**src/rtl/hazard_pkg.sv**
```systemverilog
// Shared types and constants for the pipeline hazard controller.
package hazard_pkg;

  localparam int          REG_AW    = 5;
  localparam logic [31:0] NOP_INSTR = 32'h0000_0013;

  typedef enum logic [1:0] {
    RUN         = 2'd0,
    MEM_WAIT    = 2'd1,
    ERR_RECOVER = 2'd2
  } state_e;

endpackage

```
**src/rtl/hazard_perf_cnt.sv**
```systemverilog
// Free-running hazard performance counters; all wrap modulo 2^CNT_W.
module hazard_perf_cnt #(
  parameter int CNT_W = 32
) (
  input  logic             clk,
  input  logic             rst_n,
  input  logic             stall_any,
  input  logic             load_use,
  input  logic             flush_e,
  output logic [CNT_W-1:0] stall_cycles,
  output logic [CNT_W-1:0] load_use_cnt,
  output logic [CNT_W-1:0] flush_cnt
);

  // Event counters
  always_ff @(posedge clk or negedge rst_n) begin
    if (!rst_n) begin
      stall_cycles <= {CNT_W{1'b0}};
      load_use_cnt <= {CNT_W{1'b0}};
      flush_cnt    <= {CNT_W{1'b0}};
    end else begin
      stall_cycles <= stall_any ? stall_cycles + CNT_W'(1) : stall_cycles;
      load_use_cnt <= load_use  ? load_use_cnt + CNT_W'(1) : load_use_cnt;
      flush_cnt    <= flush_e   ? flush_cnt + CNT_W'(1)    : flush_cnt;
    end
  end

endmodule

```
**src/rtl/hazard_ctrl.sv**
```systemverilog
// Pipeline hazard controller: load-use stalls, branch flushes, memory-wait FSM.
// Optional performance counters are built when HAZARD_PERF_CNT_EN is defined.
module hazard_ctrl #(
  parameter int REG_AW  = hazard_pkg::REG_AW,
  parameter int CNT_W   = 32,
  parameter int TIMEOUT = 64
) (
  input  logic              clk,
  input  logic              rst_n,
  input  logic [REG_AW-1:0] Rs1D,
  input  logic [REG_AW-1:0] Rs2D,
  input  logic [REG_AW-1:0] RdE,
  input  logic              LoadE,
  input  logic              PCSrcE,
  input  logic              MemBusyM,
  output logic              StallF,
  output logic              StallD,
  output logic              StallE,
  output logic              StallM,
  output logic              FlushD,
  output logic              FlushE,
  output logic              MemErr,
  output logic              Waiting
`ifdef HAZARD_PERF_CNT_EN
  ,
  output logic [CNT_W-1:0]  StallCycles,
  output logic [CNT_W-1:0]  LoadUseCnt,
  output logic [CNT_W-1:0]  FlushCnt
`endif
);
  import hazard_pkg::*;

  localparam int              WCW     = $clog2(TIMEOUT + 1);
  localparam logic [WCW-1:0]  WC_LAST = WCW'(TIMEOUT - 1);
  localparam logic [WCW-1:0]  WC_MAX  = {WCW{1'b1}};

  if (CNT_W < 1 || TIMEOUT < 2) begin : g_bad_params
    $error("hazard_ctrl: CNT_W must be >= 1 and TIMEOUT >= 2");
  end

  state_e         state_r;
  state_e         state_nxt_s;
  logic [WCW-1:0] wait_cnt_r;
  logic           mem_err_r;
  logic           load_use_s;
  logic [5:0]     ctl_s;   // {StallF, StallD, StallE, StallM, FlushD, FlushE}

  assign load_use_s = LoadE && (RdE != {REG_AW{1'b0}}) && ((RdE == Rs1D) || (RdE == Rs2D));

  // Next-state logic; a ready memory beats the timeout on the final wait cycle
  always_comb begin
    state_nxt_s = state_r;
    case (state_r)
      RUN: begin
        if (MemBusyM) state_nxt_s = MEM_WAIT;
        else          state_nxt_s = RUN;
      end
      MEM_WAIT: begin
        if (!MemBusyM)                 state_nxt_s = RUN;
        else if (wait_cnt_r == WC_LAST) state_nxt_s = ERR_RECOVER;
        else                           state_nxt_s = MEM_WAIT;
      end
      ERR_RECOVER: state_nxt_s = RUN;
      default:     state_nxt_s = RUN;
    endcase
  end

  // State, saturating wait counter and sticky error flag
  always_ff @(posedge clk or negedge rst_n) begin
    if (!rst_n) begin
      state_r    <= RUN;
      wait_cnt_r <= {WCW{1'b0}};
      mem_err_r  <= 1'b0;
    end else begin
      state_r <= state_nxt_s;
      if (state_r != MEM_WAIT)     wait_cnt_r <= {WCW{1'b0}};
      else if (wait_cnt_r != WC_MAX) wait_cnt_r <= wait_cnt_r + WCW'(1);
      else                         wait_cnt_r <= wait_cnt_r;
      if (state_nxt_s == ERR_RECOVER) mem_err_r <= 1'b1;
      else                            mem_err_r <= mem_err_r;
    end
  end

  // Stall/flush decode; recovery flushes the abandoned access even if busy persists
  always_comb begin
    ctl_s = 6'b00_0000;
    if (!rst_n)                       ctl_s = 6'b00_0000;
    else if (state_r == ERR_RECOVER)  ctl_s = 6'b00_0011;
    else if (MemBusyM)                ctl_s = 6'b11_1100;
    else if (PCSrcE)                  ctl_s = 6'b00_0011;
    else if (load_use_s)              ctl_s = 6'b11_0001;
    else                              ctl_s = 6'b00_0000;
  end

  assign {StallF, StallD, StallE, StallM, FlushD, FlushE} = ctl_s;
  assign MemErr  = mem_err_r;
  assign Waiting = (state_r == MEM_WAIT);

`ifdef HAZARD_PERF_CNT_EN
  hazard_perf_cnt #(
    .CNT_W(CNT_W)
  ) u_perf_cnt (
    .clk         (clk),
    .rst_n       (rst_n),
    .stall_any   (StallF | StallD | StallE | StallM),
    .load_use    (StallD & ~StallE),
    .flush_e     (FlushE),
    .stall_cycles(StallCycles),
    .load_use_cnt(LoadUseCnt),
    .flush_cnt   (FlushCnt)
  );
`endif

endmodule

```
**config.mk**
```make
export PLATFORM = sky130hd
export DESIGN_NAME = hazard_ctrl
export DESIGN_NICKNAME = d
export VERILOG_FILES = /design/src/rtl/hazard_pkg.sv /design/src/rtl/hazard_perf_cnt.sv /design/src/rtl/hazard_ctrl.sv
export SDC_FILE = /design/constraint.sdc
export NUM_CORES = 1
export LEC_CHECK = 0
export CAP_MARGIN = 20
export CELL_PAD_IN_SITES_DETAIL_PLACEMENT = 1
export CELL_PAD_IN_SITES_GLOBAL_PLACEMENT = 1
export CORE_MARGIN = 5
export CORE_UTILIZATION = 30
export DETAILED_ROUTE_END_ITERATION = 16
export PLACE_DENSITY = 0.76
export SYNTH_ARGS = -nofsm -noshare
export SYNTH_HDL_FRONTEND = slang
export SYNTH_SLANG_ARGS = --single-unit
```
**constraint.sdc**
```tcl
create_clock -name clk -period 2.55 [get_ports clk]
set_input_delay 0.765 -clock clk [delete_from_list [all_inputs] [get_ports clk]]
set_output_delay 0.765 -clock clk [all_outputs]
set_load 0.005 [all_outputs]
```
==> impl_results.md <==
- Routed Antenna Nets: 0
- Clk_skew: just over 0.003 ns
- Commonest non-fill, non-tap cell in the layout: dfrtp_1
- Fin cells: 136
- CP startpoint kind: primary input
- H-Tree Level Count: 1
- Critical path fanouts, max: 2
- Sequential fraction of the synthesis area: 37.0%
- Worst-Skew Late Latency: 0.27 ns
- Max VDD drop: 296 µV
- Period minus WS final: approximately 2.8 ns
- Final wirelength: 2160 µm
- Cts hold-fix bufs: 0
- Most used cell, CP: buf_6
- Largest net degree at the start of global routing: 11
- Router iterations before antenna repair: 4
- Total negative slack for setup checks: -0.555 ns
- Final Hold Viols: 0
- Gr usage total: 14.1%
- Synth Net Count: 94
- Clock tree sinks: 10
- Initial Utilization: between 30% and 40%
- Crit-path slowest cell: o31ai_2
- Initial antenna violation count: 0
- CTS tree: done
- Hold Crit Class: reg2reg
- Hold Path End: state_r[0]
- Combinational share of power: 25.2%
- Pwr/cell area: approximately 380 nW/µm²
- Failing checks: negative setup slack
- Fillers: 257
- Cell internal pwr: 305 µW
- Fin. max-slew vios: 0
- Status: complete, but fails checks
- Io pins: 28
- Final Power: roughly 420 µW
- Chip width: 57.5 µm
- Fin crit share: 108%
- Die Y: 57.5 µm
- FP Rows: 17
- Sequential share of power: 40.3%
- Max incr delay on CP: 0.33 ns
- Vias in the first global route: around 720
- Finished Core Util: 50.4%
- Max Root-Sink Buffers: 2
- Top cell type's share of synthesized area: a little under two fifths
- Clock share of power: 34.5%
- Largest cells by area after synthesis: dfrtp_1 (37%), xor2_1 (13%), nor2_1 (5.0%)
- Hold Startpoint: state_r[0]
- Layout area overhead: 63.5%
- R2r endpoint: wait_cnt_r[4]
- Hold Path Depth: 1
- First-pass GRT wire length: roughly 3500 µm
- Core Area: 2190 µm²
- #FFs+latches synth: 10
- Required time worst endpoint: 1.79 ns
- Inserted Clock Buffers: 3
- Layout cells sized above 1: 44.4%
- Reg clk slew, reported paths: roughly 0.070 ns
- Post-synthesis cell count: 73
- Cell taking the most area after synthesis: dfrtp_1
- Slew headroom: between 70% and 80%
- Commonest non-fill, non-tap cells in the layout: dfrtp_1 (10), nor2_1 (8), buf_6 (6), buf_4 (6)
- Leak pwr: approximately 0.55 nW
- P_sw: 112 µW
- Crit-path cells: buf_6, xor2_2, nor3_2, a22oi_2, o31ai_2, buf_4, buf_6
- Mean number of vias per cell: 4.78
- Placed Cells: 128
- FMAX: 0.363 GHz
- Worst-margin pin slew: 0.311 ns
- Setup CP Type: in2out
- Detailed Place HPWL: 1700 µm
- GPL Wtd Cong: between 0.6 and 0.7
- CP Data Arrival Time: 1.99 ns
- Sw Ratio: 26.9%
- R2R Setup Slk: ~1.1 ns
- Total Nets Final: 130
- First DRT Iteration DRCs: 8
- Final worst slack: -0.204 ns
- RSZ-0062 raised after global routing: true
- Diodes inserted: 0
- Vias: 650
- Worst Reg-to-Reg Cells: 5
- Grt ovf: 0
- Worst setup EP type: primary output
- Remaining routing DRC violations: 0
- Syn Area/Cell: ~9 µm²
- WL per Instance: roughly 16 µm
- Post-synth cell types: 28
- Synth warn: 0
- Max-Cap Viols: 0
- Setup violations, final: 3
- Mapped Area: 676 µm²
- Root Driver: clkbuf_4
- DIE AREA: 3300 µm²
- Port Buf Inserts: 27
- Reg-to-Reg Start: wait_cnt_r[0]
[stage by stage]
stage | worst slack (ns) | instance area [µm²] | hold WS [ns]
after floorplan | 0.0590 | 676 | 0.429
after global placement | -0.910 | 981 | 0.443
after detailed placement | -1.04 | 981 | 0.461
after CTS | -0.122 | 1060 | 0.470
after global routing | -0.267 | 1100 | 0.490
final | -0.204 | 1100 | 0.466
[repair_timing]
action,4_1_cts,5_1_grt
hold endpoints to repair,0,0
resized for setup,67,26
endpoints found under the setup margin,6,5
pin swaps,12,12
setup buffers,3,1
[Yosys cell counts (all sizes together)]
library cell	number
a41oi	1
or4	1
and3	2
ha	1
o31ai	1
nand4	1
and2	1
a31o	2
nand2b	3
a22oi	1
nor3	2
nand2	3
a31oi	1
xnor2	2
o41ai	1
o21ai	3
xor2	10
buf	2
nor2	9
mux2i	1
inv	6
a21oi	3
nand3	5
dfrtp	10
a211oi	1
[critical path: cells and delay by family]
kind,cells,cell delay (ns)
compound gates,2,0.46
xor+xnor,1,0.16
simple gates,1,0.24
buf+inv,3,0.37
[cell type report]
type	count	area (µm²)	share of cell area, %
clock buffer	4	36.3	3.28
tap	28	35.0	3.17
multi-input combinational	55	478	43.3
sequential	10	250	22.7
inverter	6	22.5	2.04
timing repair buffer	33	283	25.6
[worst max-delay path by stage]
stage | startpoint | to | slack [ns] | depth (start not counted)
4_1_cts | RdE[2] | StallF | -0.12 | 6
5_1_grt | Rs2D[0] | StallF | -0.27 | 7
2_1_floorplan | RdE[1] | StallF | 0.06 | 4
3_5_place_dp | RdE[3] | StallF | -1.04 | 6
6_report | Rs2D[4] | StallD | -0.20 | 7
3_3_place_gp | RdE[3] | StallD | -0.91 | 6
[cells by family after synthesis]
group	synth area share (%)
xor gates and xnor gates	15.6
adders and majority gates	1.85
buffers and inverters	5.55
and+or+nand+nor	22.8
DFF	37.0
AOI/OAI and AO/OA	15.7
muxes	1.48
[routing by layer]
layer,vias up,part of all wire (%),GRT usage [%]
met4,0,0,1.99
li1,316,-,-
met2,8,56,25.5
met3,0,2.1,4.07
met1,326,42,16.8
met5,-,0,0
[power by group through the flow]
| stage | logic [mW] | registers [mW] | clock network (mW) |
|---|---|---|---|
| floorplan | 0.0329 | 0.170 | 0 |
| global placement | 0.0880 | 0.171 | 0 |
| detailed placement | 0.0908 | 0.171 | 0 |
| CTS | 0.0945 | 0.168 | 0.147 |
| global route | 0.115 | 0.169 | 0.159 |
| finish | 0.105 | 0.168 | 0.144 |
[sequential cells by signal (all words and copies together) (netlist names)]
name and count:
wait_cnt_r 7, state_r 2, MemErr 1
Note: power is estimated with default switching activity, not from simulation.
